===== src/rtl/regfile_scoreboard_fwd_if.sv =====
// Bundle of the register-file scoreboard's read, writeback, PC and issue signals.
// master drives the requests; slave is the register file itself.
interface regfile_scoreboard_fwd_if #(
  parameter int DATA_W = 32,
  parameter int ADDR_W = 4,
  parameter int NUM_RD = 4
);
  logic                       freeze;
  logic [NUM_RD-1:0]          rd_en;
  logic [NUM_RD*ADDR_W-1:0]   rd_addr;
  logic [NUM_RD*DATA_W-1:0]   rd_data;
  logic                       wb0_en;
  logic [ADDR_W-1:0]          wb0_addr;
  logic [DATA_W-1:0]          wb0_data;
  logic                       wb1_en;
  logic [ADDR_W-1:0]          wb1_addr;
  logic [DATA_W-1:0]          wb1_data;
  logic                       pc_wr_en;
  logic [DATA_W-1:0]          pc_next;
  logic [DATA_W-1:0]          pc_content;
  logic                       issue_en;
  logic [ADDR_W-1:0]          issue_addr;
  logic                       stall;

  modport master (
    output freeze, rd_en, rd_addr, wb0_en, wb0_addr, wb0_data,
           wb1_en, wb1_addr, wb1_data, pc_wr_en, pc_next, issue_en, issue_addr,
    input  rd_data, pc_content, stall
  );

  modport slave (
    input  freeze, rd_en, rd_addr, wb0_en, wb0_addr, wb0_data,
           wb1_en, wb1_addr, wb1_data, pc_wr_en, pc_next, issue_en, issue_addr,
    output rd_data, pc_content, stall
  );
endinterface


===== src/rtl/regfile_scoreboard_fwd.sv =====
// Multi-port register file with PC register, pending-bit scoreboard and RAW stall.
// Optional macro REGFILE_BYPASS_EN forwards same-cycle writes to reads instead of stalling.
module regfile_scoreboard_fwd #(
  parameter int DATA_W = 32,
  parameter int ADDR_W = 4,
  parameter int NUM_RD = 4
) (
  input  logic                   clock,
  input  logic                   reset_n,
  regfile_scoreboard_fwd_if.slave bus
);
  localparam int DEPTH = 1 << ADDR_W;
  localparam int PC_IDX = DEPTH - 1;

  logic [DATA_W-1:0]        mem_q [DEPTH];
  logic [DATA_W-1:0]        mem_d [DEPTH];
  logic [DEPTH-1:0]         pend_q;
  logic [DEPTH-1:0]         pend_d;
  logic [NUM_RD*DATA_W-1:0] rd_data_q;
  logic [NUM_RD*DATA_W-1:0] rd_data_d;

  logic                     pc_we_s;
  logic                     issue_ok_s;
  logic                     stall_s;
  logic [ADDR_W-1:0]        rd_a_s   [NUM_RD];
  logic [DATA_W-1:0]        rd_val_s [NUM_RD];
  logic [NUM_RD-1:0]        hit_s;

  assign pc_we_s    = bus.pc_wr_en & ~bus.freeze;
  assign issue_ok_s = bus.issue_en & ~bus.freeze & ~stall_s;

  // Per-port write-hit detection, read value selection and stall reduction.
  always_comb begin
    stall_s = 1'b0;
    for (int i = 0; i < NUM_RD; i++) begin
      rd_a_s[i] = bus.rd_addr[i*ADDR_W +: ADDR_W];
      if (bus.wb0_en && (bus.wb0_addr == rd_a_s[i])) begin
        hit_s[i] = 1'b1;
`ifdef REGFILE_BYPASS_EN
        rd_val_s[i] = bus.wb0_data;
`else
        rd_val_s[i] = mem_q[rd_a_s[i]];
`endif
      end else if (bus.wb1_en && (bus.wb1_addr == rd_a_s[i])) begin
        hit_s[i] = 1'b1;
`ifdef REGFILE_BYPASS_EN
        rd_val_s[i] = bus.wb1_data;
`else
        rd_val_s[i] = mem_q[rd_a_s[i]];
`endif
      end else if (pc_we_s && (rd_a_s[i] == ADDR_W'(PC_IDX))) begin
        hit_s[i] = 1'b1;
`ifdef REGFILE_BYPASS_EN
        rd_val_s[i] = bus.pc_next;
`else
        rd_val_s[i] = mem_q[rd_a_s[i]];
`endif
      end else begin
        hit_s[i]    = 1'b0;
        rd_val_s[i] = mem_q[rd_a_s[i]];
      end
`ifdef REGFILE_BYPASS_EN
      stall_s = stall_s | (bus.rd_en[i] & pend_q[rd_a_s[i]] & ~hit_s[i]);
`else
      stall_s = stall_s | (bus.rd_en[i] & (pend_q[rd_a_s[i]] | hit_s[i]));
`endif
    end
  end

  // Read data loads only on an enabled, unfrozen, unstalled cycle.
  always_comb begin
    rd_data_d = rd_data_q;
    for (int i = 0; i < NUM_RD; i++) begin
      if (bus.rd_en[i] && !bus.freeze && !stall_s) begin
        rd_data_d[i*DATA_W +: DATA_W] = rd_val_s[i];
      end else begin
        rd_data_d[i*DATA_W +: DATA_W] = rd_data_q[i*DATA_W +: DATA_W];
      end
    end
  end

  // Array next state: wb0 beats wb1 beats the PC update on the same entry.
  always_comb begin
    for (int j = 0; j < DEPTH; j++) begin
      if (bus.wb0_en && (bus.wb0_addr == ADDR_W'(j))) begin
        mem_d[j] = bus.wb0_data;
      end else if (bus.wb1_en && (bus.wb1_addr == ADDR_W'(j))) begin
        mem_d[j] = bus.wb1_data;
      end else if (pc_we_s && (j == PC_IDX)) begin
        mem_d[j] = bus.pc_next;
      end else begin
        mem_d[j] = mem_q[j];
      end
    end
  end

  // Pending bits: a new issue outranks a writeback clearing the same entry.
  always_comb begin
    for (int j = 0; j < DEPTH; j++) begin
      if (issue_ok_s && (bus.issue_addr == ADDR_W'(j))) begin
        pend_d[j] = 1'b1;
      end else if ((bus.wb0_en && (bus.wb0_addr == ADDR_W'(j))) ||
                   (bus.wb1_en && (bus.wb1_addr == ADDR_W'(j)))) begin
        pend_d[j] = 1'b0;
      end else begin
        pend_d[j] = pend_q[j];
      end
    end
  end

  // State registers with asynchronous clear.
  always_ff @(posedge clock or negedge reset_n) begin
    if (!reset_n) begin
      for (int j = 0; j < DEPTH; j++) begin
        mem_q[j] <= '0;
      end
      pend_q    <= '0;
      rd_data_q <= '0;
    end else begin
      for (int j = 0; j < DEPTH; j++) begin
        mem_q[j] <= mem_d[j];
      end
      pend_q    <= pend_d;
      rd_data_q <= rd_data_d;
    end
  end

  assign bus.rd_data    = rd_data_q;
  assign bus.pc_content = mem_q[PC_IDX];
  assign bus.stall      = stall_s;
endmodule

===== src/flat_wrapper.sv =====
// flat-port wrapper written by rule: the top's interface ports become plain ports
module regfile_scoreboard_fwd_flat 
#(
  parameter int DATA_W = 32,
  parameter int ADDR_W = 4,
  parameter int NUM_RD = 4
)
  (clock, reset_n, bus_freeze, bus_rd_en, bus_rd_addr, bus_wb0_en, bus_wb0_addr, bus_wb0_data, bus_wb1_en, bus_wb1_addr, bus_wb1_data, bus_pc_wr_en, bus_pc_next, bus_issue_en, bus_issue_addr, bus_rd_data, bus_pc_content, bus_stall);
  regfile_scoreboard_fwd_if #(.DATA_W(DATA_W), .ADDR_W(ADDR_W), .NUM_RD(NUM_RD)) bus_i ();
  input  logic clock;
  input  logic reset_n;
  input wire logic [$bits(bus_i.freeze)-1:0] bus_freeze;
  input wire logic [$bits(bus_i.rd_en)-1:0] bus_rd_en;
  input wire logic [$bits(bus_i.rd_addr)-1:0] bus_rd_addr;
  input wire logic [$bits(bus_i.wb0_en)-1:0] bus_wb0_en;
  input wire logic [$bits(bus_i.wb0_addr)-1:0] bus_wb0_addr;
  input wire logic [$bits(bus_i.wb0_data)-1:0] bus_wb0_data;
  input wire logic [$bits(bus_i.wb1_en)-1:0] bus_wb1_en;
  input wire logic [$bits(bus_i.wb1_addr)-1:0] bus_wb1_addr;
  input wire logic [$bits(bus_i.wb1_data)-1:0] bus_wb1_data;
  input wire logic [$bits(bus_i.pc_wr_en)-1:0] bus_pc_wr_en;
  input wire logic [$bits(bus_i.pc_next)-1:0] bus_pc_next;
  input wire logic [$bits(bus_i.issue_en)-1:0] bus_issue_en;
  input wire logic [$bits(bus_i.issue_addr)-1:0] bus_issue_addr;
  output wire logic [$bits(bus_i.rd_data)-1:0] bus_rd_data;
  output wire logic [$bits(bus_i.pc_content)-1:0] bus_pc_content;
  output wire logic [$bits(bus_i.stall)-1:0] bus_stall;
  assign bus_i.freeze = bus_freeze;
  assign bus_i.rd_en = bus_rd_en;
  assign bus_i.rd_addr = bus_rd_addr;
  assign bus_i.wb0_en = bus_wb0_en;
  assign bus_i.wb0_addr = bus_wb0_addr;
  assign bus_i.wb0_data = bus_wb0_data;
  assign bus_i.wb1_en = bus_wb1_en;
  assign bus_i.wb1_addr = bus_wb1_addr;
  assign bus_i.wb1_data = bus_wb1_data;
  assign bus_i.pc_wr_en = bus_pc_wr_en;
  assign bus_i.pc_next = bus_pc_next;
  assign bus_i.issue_en = bus_issue_en;
  assign bus_i.issue_addr = bus_issue_addr;
  assign bus_rd_data = bus_i.rd_data;
  assign bus_pc_content = bus_i.pc_content;
  assign bus_stall = bus_i.stall;
  regfile_scoreboard_fwd #(.DATA_W(DATA_W), .ADDR_W(ADDR_W), .NUM_RD(NUM_RD)) u_core (.clock(clock), .reset_n(reset_n), .bus(bus_i));
endmodule

===== config.mk =====
export PLATFORM = sky130hd
export DESIGN_NAME = regfile_scoreboard_fwd_flat
export DESIGN_NICKNAME = d
export VERILOG_FILES = /design/src/rtl/regfile_scoreboard_fwd_if.sv /design/src/rtl/regfile_scoreboard_fwd.sv /design/src/flat_wrapper.sv
export SDC_FILE = /design/constraint.sdc
export NUM_CORES = 2
export LEC_CHECK = 0
export ABC_AREA = 0
export CORE_MARGIN = 4
export CORE_UTILIZATION = 45
export DETAILED_ROUTE_END_ITERATION = 10
export PLACE_DENSITY = 0.67
export SLEW_MARGIN = 40
export SYNTH_ARGS = -nofsm -noshare
export SYNTH_HDL_FRONTEND = slang
export SYNTH_SLANG_ARGS = --single-unit

===== constraint.sdc =====
create_clock -name clock -period 4.03 [get_ports clock]
set_input_delay 0.403 -clock clock [delete_from_list [all_inputs] [get_ports clock]]
set_output_delay 0.403 -clock clock [all_outputs]
set_load 0.005 [all_outputs]

Yosys cells after proc, flatten, opt, wreduce, memory -nomap -nowiden
Cells that the tools add are included.
{"block": "word_totals", "reg_bits": 656, "in_bits": 135, "out_inout_bits": 161}
{"block": "op_classes", "order_cmp": 8, "n_eq_ne": 57, "bitwise_logic": 20, "muxes": 97, "n_reduce_logical": 121}
{"cell": "32-bit two-way mux", "count": 41}
{"cell": "32-bit binary-select mux with 4-bit select", "count": 4}
{"cell": "4-bit == test (second input constant)", "count": 28}
{"cell": "1-bit logical AND", "count": 68}
{"cell": "2-bit nonzero test", "count": 31}
{"cell": "4-bit by 3-bit == test with 1-bit output (second input constant)", "count": 12}
{"cell": "1-bit two-way mux", "count": 48}
{"cell": "4-bit == test", "count": 8}
{"cell": "4-bit by 2-bit == test with 1-bit output (second input constant)", "count": 6}
{"cell": "5-bit >= comparator (second input constant)", "count": 4}
{"cell": "4-bit by 5-bit < comparator with 1-bit output (second input constant)", "count": 4}
{"cell": "4-bit inverter with 5-bit output", "count": 4}
{"cell": "1-bit binary-select mux with 4-bit select", "count": 4}
{"cell": "1-bit logical OR", "count": 16}
{"cell": "4-bit by 1-bit == test with 1-bit output (second input constant)", "count": 3}
{"cell": "4-bit zero test", "count": 3}
{"cell": "1-bit AND", "count": 7}
{"cell": "1-bit bitwise OR", "count": 7}
{"cell": "3-bit nonzero test", "count": 1}
{"cell": "1-bit zero test", "count": 2}
{"cell": "1-bit inverter", "count": 2}

Longest topological paths before layout
{"block": "depth", "ltp_word": 15, "mapped_depth": 10}

Least setup slack after synthesis
No wires, ideal clock.
{"block": "synth_timing", "path_kind": "in2reg", "from": "in bus_rd_addr[5]", "to": "reg u_core.rd_data_q[100], in the netlist u_core.bus.rd_data[100]", "cell_stages": 10, "path_buffers": 2, "arrival_ps": 3132, "setup_slack_ps": 770, "cell_sequence": "clkbuf_1 > mux4_2 > mux2_2 > nand2_1 > o2111ai_1 > o21a_1 > or3_1 > nor4_4 > buf_4 > mux2_1"}
{"block": "synth_between", "elab_chain_len": 12}
{"element": "start: declaration", "line": "flat_wrapper.sv:14", "source": "input wire logic [$bits(bus_i.rd_addr)-1:0] bus_rd_addr;"}
{"element": "4-bit == test", "line": "regfile_scoreboard_fwd.sv:51", "source": "end else if (pc_we_s && (rd_a_s[i] == ADDR_W'(PC_IDX))) begin"}
{"element": "1-bit logical AND", "line": "regfile_scoreboard_fwd.sv:51"}
{"element": "1-bit two-way mux", "line": "regfile_scoreboard_fwd.sv:51"}
{"element": "1-bit two-way mux", "line": "regfile_scoreboard_fwd.sv:44", "source": "end else if (bus.wb1_en && (bus.wb1_addr == rd_a_s[i])) begin"}
{"element": "1-bit two-way mux", "line": "regfile_scoreboard_fwd.sv:37", "source": "if (bus.wb0_en && (bus.wb0_addr == rd_a_s[i])) begin"}
{"element": "1-bit bitwise OR (*)", "line": "regfile_scoreboard_fwd.sv:65", "source": "stall_s = stall_s | (bus.rd_en[i] & (pend_q[rd_a_s[i]] | hit_s[i]));"}
{"element": "1-bit AND (*)", "line": "regfile_scoreboard_fwd.sv:65"}
{"element": "1-bit bitwise OR (*) (3 in series)", "line": "regfile_scoreboard_fwd.sv:65"}
{"element": "1-bit zero test (*)", "line": "regfile_scoreboard_fwd.sv:74", "source": "if (bus.rd_en[i] && !bus.freeze && !stall_s) begin"}
{"element": "1-bit logical AND (*)", "line": "regfile_scoreboard_fwd.sv:74"}
{"element": "end signal: assignment", "line": "regfile_scoreboard_fwd.sv:124", "source": "rd_data_q <= rd_data_d;"}
{"element": "end: declaration", "line": "regfile_scoreboard_fwd.sv:19", "source": "logic [NUM_RD*DATA_W-1:0] rd_data_q;"}
Every way passes the cells marked *; elsewhere a longest branch is shown, timed or not. The select of a mux whose other input is x is not followed.
A chain may end at the register's enable or synchronous reset.

Final worst setup path
{"block": "layout_timing", "from": "reg u_core.pend_q[9]", "to": "out bus_stall"}
{"block": "layout_between", "elab_chain_len": 7}
{"element": "start: declaration", "line": "regfile_scoreboard_fwd.sv:17", "source": "logic [DEPTH-1:0] pend_q;"}
{"element": "start signal: assignment", "line": "regfile_scoreboard_fwd.sv:123", "source": "pend_q <= pend_d;"}
{"element": "1-bit binary-select mux with 4-bit select", "line": "regfile_scoreboard_fwd.sv:65"}
{"element": "1-bit two-way mux (not written as such)", "line": "regfile_scoreboard_fwd.sv:65"}
{"element": "1-bit bitwise OR", "line": "regfile_scoreboard_fwd.sv:65"}
{"element": "1-bit AND", "line": "regfile_scoreboard_fwd.sv:65"}
{"element": "1-bit bitwise OR (2 in series)", "line": "regfile_scoreboard_fwd.sv:65"}
{"element": "1-bit bitwise OR (*)", "line": "regfile_scoreboard_fwd.sv:65"}
{"element": "end: declaration", "line": "flat_wrapper.sv:27", "source": "output wire logic [$bits(bus_i.stall)-1:0] bus_stall;"}
Marks and branches as above.

==> flow_summary.toml <==
[clocking]
cts_resized = 0
cts_tree = "done"
h-tree-depth = 3
numCtsBuffers = 77
clkSlewWorstSetupHoldPaths_ns = 0.06
clk_path_buf_depth = 3
clock_sinks = 656
root_buffer = "clkbuf_16"
cts_setup_buffers = 0
holdBufCountCts = 1
clock_latency_ns = 0.66

[status]
status = "finished, final reports clean"

[sta]
final_max_slew_viol_count = 0
setup_violations = 0
rsz0062_at_grt = "false"
hold_viol = 0
worst_slew_pin_slew_ns = 0.929
fmax_ghz = 0.258
setup_tns_ns = 0
post-route-period-util_pct = 96.4
hold_ws_ns = 0.319
relSlewSlack_pct = 38.1
post-route-min-period_ns = 3.88
finClkSkew_ns = 0.0231

[synthesis]
ys_seq_elements = 656
async_flop_share_pct = 100
synth-edff-count = 0
ys_types = 43
syn_area_mm2 = 0.0455
yosysWarnings = 0
ys.flop_type = "dfrtp_1"
syn_nets = 3803
netlist_instances = 3668
ys_seq_area_share_pct = 36.1
syn_area_per_cell_um2 = 12.4

[floorplanning]
fp.dieW_um = 326
core_mm2 = 0.100
ioPinCount = 296
row_count = 116
start_util_pct = 45.4
die_h_um = 326
dieArea_mm2 = 0.106

[worst_setup_path]
setup.worst_path.class = "reg -> out"
cp.arrival_ns = 3.48
start_kind = "flop"
crit_path_start = "u_core.pend_q[9]$_DFFE_PN0P_"
crit_required_ns = 3.63
crit_fanout = 5
crit_path_end_kind = "output port"
r2r.worst_path.cells = 7
reg2reg_from = "u_core.pend_q[9]$_DFFE_PN0P_"

[global_route]
grt-ovfl-total = 0
grt.total_usage_pct = 30.3
grt_pass1_wl_um = 238000
antenna_found_initial = 7
grt_pass1_vias = 34200
grt_max_degree = 140

[power_and_ir_drop]
peakVddDrop_uv = 292
p_leak_nw = 20.6
power_mw = 27.2
powerDensity_mw_per_mm2 = 516

[place]
dp.cells = 4984
dp_hpwl_um = 98000
portBuffers = 295
place_congestion = 0.848

[detailed_routing]
dr.pass1.iters = 5
vias = 34300
wl_per_cell_um = 31.6
ant_nets = 0
vias_per_cell = 6.69
drc = 0
drt_iter0_markers = 4332
finalWirelength_um = 162000

[layout]
num-nets-final = 3843
drive_gt1_share_pct = 25.4
syn2layout_area_growth_pct = 15.5
fin_cells = 5128

[job]
cap_violations = 0

[min_path]
hold_path.class = "in -> async"
==> metal layers <==
metal	global-route usage (%)	part of all wire [%]	up-vias
met5	0	0.014	-
met4	16.4	6.4	4
met3	6.35	10	542
met2	48.4	47	2193
met1	39.1	36	17500
li1	-	-	14100
==> final timing paths <==
| path | end | slack, ns |
|---|---|---|
| min in group clock | u_core.mem_q[364]$_DFFE_PN0P_ | 0.32 |
| max | bus_stall | 0.15 |
| max in group asynchronous | u_core.mem_q[311]$_DFFE_PN0P_ | 2.47 |
| min reg2reg | u_core.bus.rd_data[110]$_DFFE_PN0P_ | 0.49 |
| min | u_core.mem_q[387]$_DFFE_PN0P_ | 0.32 |
| max reg2reg | u_core.bus.rd_data[108]$_DFFE_PN0P_ | 0.80 |
==> power by group <==
group | internal, mW | switching [mW] | total, mW | leakage [nW]
logic | 5.58 | 3.29 | 8.87 | 11.4
clock network | 4.55 | 3.02 | 7.56 | 1.34
registers | 8.55 | 2.18 | 10.7 | 7.83
==> Yosys cell counts, types with 2 or more instances <==
master	n	area, um^2
o21ai_1	232	1160
nor3_1	4	20.0
buf_4	35	263
inv_1	2	7.51
nor2_1	303	1140
o31a_1	2	17.5
mux4_2	656	14800
mux2i_1	514	5140
nor3b_1	2	15.0
and2_1	5	31.3
nor4_1	2	12.5
xnor2_1	14	123
xor2_1	16	140
nand2_1	275	1030
or3_1	3	18.8
o22a_1	2	17.5
o31ai_1	14	105
nand3b_1	20	150
nand3_1	18	90.1
dfrtp_1	656	16400
mux2_1	126	1420
nand2b_1	9	56.3
buf_1	78	293
mux2_2	4	45.0
buf_2	2	10.0
nor2b_1	6	37.5
o21ai_0	29	145
clkbuf_1	329	1230
and3_1	2	12.5
a21oi_1	288	1440
nand4_1	8	50.1
==> cell usage in the layout (no fill, tap or decap), types with 11 or more instances in the layout <==
cell type	n
a21oi_1	288
buf_12	32
buf_4	71
buf_6	11
clkbuf_16	80
clkbuf_8	20
clkdlybuf4s50_1	277
clkinv_2	16
dfrtp_1	656
mux2_1	126
mux2i_1	514
mux4_2	656
nand2_1	268
nand3_1	11
nand3b_1	20
nor2_1	294
o21ai_0	29
o21ai_1	232
o31ai_1	14
xnor2_1	14
xor2_1	16
==> through the flow <==
step / utilization (%) / setup slack (ns) / cell area (um^2)
2_1_floorplan: - / 0.770 / 45500
3_3_place_gp: 49.6 / 0.342 / 49700
3_5_place_dp: 49.7 / 0.352 / 49800
4_1_cts: 52.4 / 0.128 / 52600
5_1_grt: 52.4 / 0.0316 / 52600
6_report: 52.4 / 0.147 / 52600
==> cell type report <==
type                       instances  area, um^2
timing repair buffer             405        4250
fill                            8535       47700
clock buffer                     106        2290
tap                             1357        1700
sequential                       656       16400
antenna                            4        10.0
multi-input combinational       2565       27500
clock inverter                    32         415
inverter                           3        11.3
==> logic make-up after synthesis <==
group,share of synthesized area [%]
muxes,47.0
and+or+nand+nor,5.94
DFF,36.1
AOI/OAI and AO/OA,6.49
buffers and inverters,3.98
xor gates and xnor gates,0.577
==> sequential cells by signal, summed over array words and instances (netlist names) <==
signal and cells:
u_core.mem_q 480, u_core.bus.rd_data 128, u_core.bus.pc_content 32, u_core.pend_q 16
==> worst max-delay path: stages (launching register included) <==
cell             delay [ns]
dfrtp_1                0.44
mux4_2                 0.46
mux4_2                 0.48
o31a_1                 0.27
nor3_2                 0.52
nand2b_1               0.16
clkdlybuf4s50_1        0.48
Power figures use the tool's default switching activity.
